--- config.mk ---
export PLATFORM = sky130hd
export DESIGN_NAME = sic_fetch_feeder
export DESIGN_NICKNAME = d
export VERILOG_FILES = /design/src/rtl/sic_pkg.sv /design/src/rtl/sic_down_counter.sv /design/src/rtl/sic_fetch_feeder.sv
export SDC_FILE = /design/constraint.sdc
export NUM_CORES = 1
export LEC_CHECK = 0
export CAP_MARGIN = 20
export CORE_UTILIZATION = 60
export CTS_BUF_LIST = sky130_fd_sc_hd__clkbuf_4
export DETAILED_ROUTE_END_ITERATION = 7
export DONT_BUFFER_PORTS = 1
export PLACE_DENSITY = 0.79
export RECOVER_POWER = 50
export SLEW_MARGIN = 20
export SYNTH_ARGS = -nofsm -noshare
export SYNTH_HDL_FRONTEND = slang
export SYNTH_SLANG_ARGS = --single-unit
export TNS_END_PERCENT = 100
--- constraint.sdc ---
create_clock -name clk -period 4 [get_ports clk]
set_input_delay 0.6 -clock clk [delete_from_list [all_inputs] [get_ports clk]]
set_output_delay 0.6 -clock clk [all_outputs]
set_load 0.005 [all_outputs]
--- src/rtl/sic_pkg.sv ---
// Shared opcode constants and phase encoding for the SIC fetch feeder.
package sic_pkg;

    localparam logic [6:0] OPC_STALL  = 7'h7F;
    localparam logic [6:0] OPC_OP     = 7'b0110011;
    localparam logic [6:0] OPC_OP_IMM = 7'b0010011;
    localparam logic [6:0] OPC_LOAD   = 7'b0000011;
    localparam logic [6:0] OPC_STORE  = 7'b0100011;
    localparam logic [6:0] OPC_BRANCH = 7'b1100011;
    localparam logic [6:0] OPC_JAL    = 7'b1101111;
    localparam logic [6:0] OPC_JALR   = 7'b1100111;
    localparam logic [6:0] OPC_LUI    = 7'b0110111;
    localparam logic [6:0] OPC_AUIPC  = 7'b0010111;

    typedef enum logic [1:0] {
        WARM  = 2'd0,
        ISSUE = 2'd1,
        DRAIN = 2'd2,
        DONE  = 2'd3
    } sic_phase_t;

    function automatic logic is_stall(input logic [31:0] word);
        return word[6:0] == OPC_STALL;
    endfunction

endpackage

--- src/rtl/sic_down_counter.sv ---
// Loadable down counter shared by the WARM and DRAIN phases of the fetch feeder.
module sic_down_counter #(
    parameter int unsigned CNT_W   = 8,
    parameter int unsigned RST_VAL = 0
) (
    input  logic             clk,
    input  logic             reset_x,
    input  logic             load,
    input  logic [CNT_W-1:0] value,
    input  logic             dec,
    output logic             zero
);

    logic [CNT_W-1:0] count_q;

    // Flags the cycle in which the count expires, so a phase of N cycles lasts exactly N.
    assign zero = (count_q == '0) | (dec & (count_q == CNT_W'(1)));

    always_ff @(posedge clk or negedge reset_x) begin
        if (!reset_x) begin
            count_q <= CNT_W'(RST_VAL);
        end else if (load) begin
            count_q <= value;
        end else if (dec && (count_q != '0)) begin
            count_q <= count_q - CNT_W'(1);
        end
    end

endmodule

--- src/rtl/sic_fetch_feeder.sv ---
// SIC fetch-side instruction source: warm-up, issue, drain, done sequencing over valid/ready.
// Optional capture of the first transferred instruction under `SIC_FEEDER_CAPTURE_EN.
module sic_fetch_feeder
    import sic_pkg::*;
#(
    parameter int unsigned WARM_CYCLES  = 4,
    parameter int unsigned MAX_ISSUE    = 1,
    parameter int unsigned DRAIN_CYCLES = 16,
    parameter int unsigned CNT_W        = 8
) (
    input  logic        clk,
    input  logic        reset_x,
    input  logic [31:0] instruction,
    input  logic        fetch_ready,
    output logic [31:0] inst_out,
    output logic        inst_valid,
    output logic [7:0]  issue_count,
    output logic [1:0]  phase,
    output logic        run_done
`ifdef SIC_FEEDER_CAPTURE_EN
    ,
    output logic [31:0] cap_inst,
    output logic [15:0] cap_cycle
`endif
);

    localparam logic [8:0] MAX_I = 9'(MAX_ISSUE);

    sic_phase_t phase_q;
    logic       in_issue;
    logic       transfer;
    logic [8:0] count_next;
    logic       load_en;
    logic       last_xfer;
    logic       cnt_load;
    logic       cnt_dec;
    logic       cnt_zero;

    assign phase      = phase_q;
    assign in_issue   = (phase_q == ISSUE);
    assign transfer   = in_issue & inst_valid & fetch_ready;
    assign count_next = {1'b0, issue_count} + {8'd0, transfer};
    assign load_en    = in_issue & (~inst_valid | transfer) & (count_next < MAX_I);
    assign last_xfer  = transfer & (count_next == MAX_I);
    assign cnt_load   = last_xfer & (DRAIN_CYCLES != 0);
    assign cnt_dec    = (phase_q == WARM) | (phase_q == DRAIN);

    sic_down_counter #(
        .CNT_W   (CNT_W),
        .RST_VAL (WARM_CYCLES)
    ) u_cnt (
        .clk     (clk),
        .reset_x (reset_x),
        .load    (cnt_load),
        .value   (CNT_W'(DRAIN_CYCLES)),
        .dec     (cnt_dec),
        .zero    (cnt_zero)
    );

    // Output register stage: instruction sampled in cycle t is presented in t+1.
    always_ff @(posedge clk or negedge reset_x) begin
        if (!reset_x) begin
            phase_q     <= WARM;
            inst_out    <= '0;
            inst_valid  <= 1'b0;
            issue_count <= '0;
            run_done    <= 1'b0;
        end else begin
            case (phase_q)
                WARM: begin
                    if (cnt_zero) phase_q <= ISSUE;
                end
                ISSUE: begin
                    if (transfer) issue_count <= issue_count + 8'd1;
                    if (last_xfer) begin
                        inst_valid <= 1'b0;
                        if (DRAIN_CYCLES == 0) begin
                            phase_q  <= DONE;
                            run_done <= 1'b1;
                        end else begin
                            phase_q <= DRAIN;
                        end
                    end else if (load_en) begin
                        inst_out   <= instruction;
                        inst_valid <= ~is_stall(instruction);
                    end
                end
                DRAIN: begin
                    if (cnt_zero) begin
                        phase_q  <= DONE;
                        run_done <= 1'b1;
                    end
                end
                default: ;
            endcase
        end
    end

`ifdef SIC_FEEDER_CAPTURE_EN
    logic [15:0] cycle_q;

    always_ff @(posedge clk or negedge reset_x) begin
        if (!reset_x) begin
            cycle_q   <= '0;
            cap_inst  <= '0;
            cap_cycle <= '0;
        end else begin
            if (cycle_q != 16'hFFFF) cycle_q <= cycle_q + 16'd1;
            if (transfer && (issue_count == 8'd0)) begin
                cap_inst  <= inst_out;
                cap_cycle <= cycle_q;
            end
        end
    end
`endif

endmodule

==> flow_summary_export.csv, run 1 <==
group,metric,value,unit
timing,fin_skew,0.0204,ns
placed_design,port_buffers,0,
timing,worst_slew_pin_slew,2.57,ns
status,violations,"capacitance limit, slew limit",
critical_path,worstPathArrival,3.43,ns
critical_path,crit_top_cell,"ha_1",
placed_design,place_area,2440,um^2
clock_tree,cts-root-buf,"clkbuf_4",
timing,slew_headroom,-0.711,
placed_design,place_ws,0.880,ns
cells_and_area,drive_gt1_frac,0.219,
critical_path,crit_path_end_kind,"register",
yosys,synth_xor_area_frac,0.0545,
cells_and_area,fin_area,2510,um^2
drt,routedWlPerCell,18.0,um
drt,drt-total-wl,4330,um
clock_tree,cts_setup_buffers,0,
drt,ant_nets,0,
critical_path,slowest_delay,0.48,ns
floorplan,rows,22,
yosys,ys_warn_count,0,
yosys,syn_avg_cell_area,13.0,um^2
clock_tree,cts_htree_levels,2,
grt,grt_overflow,0,
timing,drv_slew,52,
drt,top_layer_used,"met4",
grt,grt_max_degree,52,
job,cap_violations,1,
critical_path,worst-path-max-fanout,33,
grt,grt_pass1_vias,1516,
yosys,syn-num-nets,231,
drt,wl_met1,1840,um
floorplan,fp.dieW,65.4,um
cells_and_area,n_antenna_cell,0,
floorplan,die_y,65.4,um
clock_tree,cts.repair.resized,0,
placed_design,gp_congestion,0.807,
timing,fmax,0.315,GHz
floorplan,die-area,4280,um^2
yosys,synth-async-reset-ratio,1.00,
timing,setup_slack,0.822,ns
drt,drt_pre_antenna_iters,5,
clock_tree,clock_path_buffers,2,
critical_path,worst_setup_path_start_kind,"register",
worst_hold_path,hold_class,"in -> async",
yosys,synth-simple-area-share,0.111,
floorplan,pin_count,79,
yosys,synth_compound_area_frac,0.0493,
timing,period_needed,3.18,ns
power,p_leak,1.23,nW
clock_tree,cts_tree,"done",
clock_tree,clk_latency,0.37,ns
drt,wl_met2,2160,um
floorplan,start_util,0.644,
power,ir_worst_vdd,266,uV
yosys,synth_top_family_by_area,"multiplexers",
clock_tree,clk_pin_slew,0.15,ns
clock_tree,clock_sinks,52,
drt,drc,0,
critical_path,path_class,"reg -> reg",
yosys,synth_edf_count,0,
yosys,ys_ff_latch,52,
drt,viasPerCell,6.17,
timing,rsz0062_at_grt,"false",
yosys,syn_area,2410,um^2
drt,first_iter_violations,31,
timing,hold_viol_final,0,
cells_and_area,fin_cells,240,
cells_and_area,fin_nets,236,
critical_path,worstPathCellList,"inv_1 -> ha_1 -> and3_1 -> ha_1 -> and3_4 -> a311oi_2 -> a31oi_2 -> nor4_4 -> buf_4 -> mux2_2",
yosys,synthCells,186,
critical_path,worstPathRequired,4.26,ns
timing,fin_crit_sh,0.795,
yosys,yosys.area_share.adder,0.0519,
grt,grt_use_total,0.226,
placed_design,hpwl,3090,um
yosys,muxShareOfSynthArea,0.167,
grt,antenna_found_initial,0,
clock_tree,cts_made_buffers,5,
placed_design,place_inst,231,
critical_path,cp_slowest_cell,"dfrtp_1",
yosys,yosysSeqAreaShare,0.540,
yosys,ys_types,40,
drt,num_vias,1480,
power,power.density,311,nW/um^2
status,outcome,"complete, but fails checks",
timing,final.setup.tns,0,ns
timing,setup_violations,0,
floorplan,core-area,3740,um^2
grt,grt_pass1_wl,7130,um
cells_and_area,area_delta_synth_final,3.94,%
yosys,synth_ff_type,"dfrtp_1",
drt,wl_met3,263,um
[kinds of logic (layout without fill, tap and decap cells)]
group                    after synthesis  count (layout)
AO/OA/AOI/OAI                         14              14
XOR/XNOR                              15              15
adder cells (fa/ha/maj)               10              10
buffers and inverters                 11              17
flip-flops                            52              52
multiplexers                          36              36
AND/OR/NAND/NOR                       48              48
[final timing paths]
path / startpoint / endpoint / slack (ns) / depth (start not counted)
max: phase[1] / inst_out[31] / 0.82 / 10
min: reset_x / u_cnt.count_q[2] / 0.05 / 0
max reg2reg: phase[1] / inst_out[31] / 0.82 / 10
min reg2reg: inst_out[15] / inst_out[15] / 0.53 / 1
max in group asynchronous: reset_x / inst_out[15] / 1.53 / 1
min in group clk: instruction[27] / inst_out[27] / 0.34 / 1
[flip-flops by register name, summed over array words and instances (netlist names)]
name / flops
inst_out: 32
inst_valid: 1
issue_count: 8
phase: 2
run_done: 1
u_cnt.count_q: 8
[metal layers]
metal | track usage | up-vias
met4 | 0.0897 | 0
li1 | - | 671
met1 | 0.295 | 748
met5 | 0 | -
met2 | 0.349 | 56
met3 | 0.0712 | 5
[where the power goes]
part / internal, mW / switching, mW
clock: 0.0781 / 0.164
combinational: 0.000826 / 0.00933
sequential: 0.526 / 0
[Yosys cell counts (2+ instances only)]
| master | instances | area, um^2 |
|---|---|---|
| buf_6 | 3 | 33.8 |
| nand3_1 | 5 | 25.0 |
| mux2_2 | 27 | 304 |
| mux2_1 | 7 | 78.8 |
| mux2i_1 | 2 | 20.0 |
| nand4_1 | 3 | 18.8 |
| a21oi_1 | 2 | 10.0 |
| nand2_1 | 7 | 26.3 |
| ha_1 | 10 | 125 |
| xor2_1 | 9 | 78.8 |
| inv_1 | 7 | 26.3 |
| nor2_1 | 15 | 56.3 |
| nand3b_1 | 3 | 22.5 |
| nor4_1 | 3 | 18.8 |
| dfrtp_1 | 51 | 1280 |
| xnor2_1 | 6 | 52.6 |
| nor3_1 | 3 | 15.0 |
[through the flow]
stage | hold slack [ns] | power (mW) | utilization
floorplan | 0.304 | 0.537 | -
global placement | 0.305 | 0.537 | 0.652
detailed placement | 0.305 | 0.537 | 0.652
CTS | 0.0179 | 0.791 | 0.676
global route | 0.00835 | 0.807 | 0.669
finish | 0.0463 | 0.778 | 0.669
[final cells by class]
class,count,area (um^2)
tap,48,60.1
fill,291,1240
inverter,7,26.3
clock buffer,6,45.0
sequential,52,1300
clock inverter,2,16.3
timing repair buffer,2,11.3
multi-input combinational,123,1040
[what timing repair did]
item	4_1_cts	5_1_grt
hold buffers	1	0
hold endpoints to repair	51	0
endpoints found under the setup margin	0	0
[worst max-delay path, delay by kind of cell (launching register included)]
| kind | cells | cell delay, ns |
|---|---|---|
| AOI/OAI and AO/OA | 2 | 0.40 |
| adders and majority gates | 2 | 0.49 |
| buffers and inverters | 2 | 0.51 |
| DFF | 1 | 0.48 |
| muxes | 1 | 0.39 |
| and+or+nand+nor | 3 | 0.77 |
[cells in the final DEF (no fill, tap or decap), types with 2 or more instances in the layout]
master and instances:
nand3_1 5, dfrtp_1 51, mux2i_1 2, nor3_1 3, nand2_1 7, nor2_1 15, xnor2_1 6, nor4_1 3
clkbuf_4 6, mux2_1 7, a21oi_1 2, inv_1 7, nand4_1 3, mux2_2 27, xor2_1 9, nand3b_1 3
ha_1 10
No activity file was read; power rests on OpenSTA's default activity.
==> inputs of run 2 (changes only) <==
- CORE_UTILIZATION: 60 -> 59
- PLACE_DENSITY: 0.79 -> 0.81
- clock period: 4 -> 2.8 ns (I/O delays scaled with it)
==> run 2 against run 1 <==
The run now ends clean. Fmax increased by 17%. Sequential power increased by 43%. Register-to-register slack got worse by 0.74 ns. Largest power group unchanged. Die area increased by 1.6%.
==> flow_summary_export.csv, run 2 (same netlist as run 1, synthesis figures left out) <==
group,metric,value,unit
cells_and_area,fill_cells,270,
critical_path,worst_setup_path_start_kind,"register",
critical_path,crit_path_end_kind,"register",
grt,grt_overflow,0,
cells_and_area,fin_nets,247,
timing,period_needed,2.72,ns
power,p_leak,1.32,nW
timing,worst_slew_pin_slew,1.23,ns
worst_hold_path,worstHoldStart,"instruction[10]",
critical_path,slowest_delay,0.48,ns
timing,fmax,0.368,GHz
timing,rsz0062_at_grt,"false",
timing,holdWs,0.174,ns
critical_path,path_buf_inv,2,
floorplan,core-area,3800,um^2
drt,num_vias,1510,
placed_design,port_buffers,0,
floorplan,die-area,4350,um^2
placed_design,place_area,2490,um^2
timing,setup_violations,0,
clock_tree,cts_made_buffers,5,
critical_path,cp_slowest_cell,"dfrtp_2",
critical_path,worstPathArrival,2.98,ns
timing,fin_skew,0.0103,ns
grt,grt_pass1_vias,1606,
cells_and_area,largest_register_ffs,32,
timing,hold_viol_final,0,
cells_and_area,final_common_cell,"dfrtp_1",
clock_tree,cts_htree_levels,2,
cells_and_area,seqCellArea,1300,um^2
drt,first_iter_violations,54,
status,outcome,"completed",
timing,final.setup.tns,0,ns
critical_path,worstPathRequired,3.06,ns
cells_and_area,n_antenna_cell,0,
placed_design,hpwl,3270,um
grt,grt_max_degree,53,
timing,drv_slew,0,
timing,setup_slack,0.0824,ns
floorplan,rows,22,
drt,drc,0,
critical_path,worstPathCellList,"ha_4 -> and3_2 -> ha_2 -> and3_4 -> a311oi_2 -> a31oi_2 -> nor4_4 -> buf_6 -> clkbuf_16 -> mux2_2",
floorplan,start_util,0.635,
critical_path,regToRegStartpoint,"phase[0]",
drt,ant_nets,0,
clock_tree,clk_pin_slew,0.15,ns
timing,fin_crit_sh,0.971,
worst_hold_path,whs_endpoint,"inst_out[10]",
floorplan,pin_count,79,
timing,slew_headroom,0.180,
grt,grt_pass1_wl,7250,um
placed_design,place_ws,0.0564,ns
drt,drt-total-wl,4830,um
critical_path,worst-path-max-fanout,8,
cells_and_area,multi_input_comb_area,1080,um^2
critical_path,reg2reg_to,"inst_out[13]",
clock_tree,cts-root-buf,"clkbuf_4",
power,ir_worst_vdd,347,uV
cells_and_area,top_regs,"inst_out (32), issue_count (8), u_cnt.count_q (8)",
power,power.density,440,nW/um^2
floorplan,die_y,65.9,um
cells_and_area,fin_area,2700,um^2
floorplan,fp.dieW,65.9,um
clock_tree,clock_path_buffers,2,
critical_path,cp_top_family,"simple AND/OR/NAND/NOR gates",
cells_and_area,area_delta_synth_final,12.0,%
cells_and_area,drive_gt1_frac,0.296,
drt,viasPerCell,6.02,
critical_path,reg2regPathDepth,10,
critical_path,r2r_setup_slack,0.08,ns
critical_path,startpoint,"phase[0]",
cells_and_area,most-common-layout-cells,"dfrtp_1 (50), mux2_2 (27), nor2_1 (15)",
worst_hold_path,hold_class,"in -> reg",
placed_design,gp_congestion,0.815,
clock_tree,clock_sinks,52,
grt,antenna_found_initial,0,
drt,routedWlPerCell,19.2,um
clock_tree,clk_latency,0.37,ns
worst_hold_path,holdPathStages,1,
critical_path,path_class,"reg -> reg",
cells_and_area,regMostFlops,"inst_out",
power,p_total,1.19,mW
drt,drt_pre_antenna_iters,4,
job,cap_violations,0,
grt,grt_use_total,0.224,
clock_tree,cts_tree,"done",
[run 2: cell types whose count changed in the layout (fill, tap and decap cells not counted), moves of 2 or more]
cell	previous run	this run
buf_4	1	6
ha_1	10	7
a21oi_1	2	0
a21oi_2	0	2
buf_6	0	2
clkbuf_16	0	2
ha_2	0	2
[run 2: worst max path at each step]
stage	cells after the start	slack (ns)	end
floorplan	11	0.01	inst_out[20]
global placement	10	0.16	inst_out[30]
detailed placement	10	0.06	inst_out[18]
CTS	10	0.02	inst_out[18]
global route	10	0.01	inst_out[17]
finish	10	0.08	inst_out[13]
[run 2: power breakdown]
group,internal (mW),total [mW],switching (mW)
Sequential,0.751,0.751,0
Clock,0.187,0.420,0.233
Combinational,0.00233,0.0164,0.0140
[run 2: layer usage]
metal,GRT usage,wire [um],vias up
li1,-,-,689
met1,0.274,2000,760
met2,0.378,2450,53
met3,0.0724,321,8
met4,0.0625,57,0
met5,0,0,-
[run 2: repair_timing]
item | in CTS | in global routing
hold buffers | 2 | 0
setup buffers | 0 | 3
endpoints found under the setup margin | 0 | 33
hold endpoints to repair | 52 | 0
resized for setup | 0 | 7
[run 2: layout make-up]
| type | instances | share of cell area |
|---|---|---|
| clock inverter | 3 | 0.0158 |
| multi-input combinational | 123 | 0.399 |
| tap | 48 | 0.0222 |
| timing repair buffer | 13 | 0.0565 |
| sequential | 52 | 0.483 |
| clock buffer | 5 | 0.0139 |
| inverter | 7 | 0.00973 |
[run 2: through the flow]
step | cells | util
after floorplan | 186 | -
after global placement | 235 | 0.656
after detailed placement | 235 | 0.656
after CTS | 245 | 0.687
after global routing | 251 | 0.711
final | 251 | 0.711
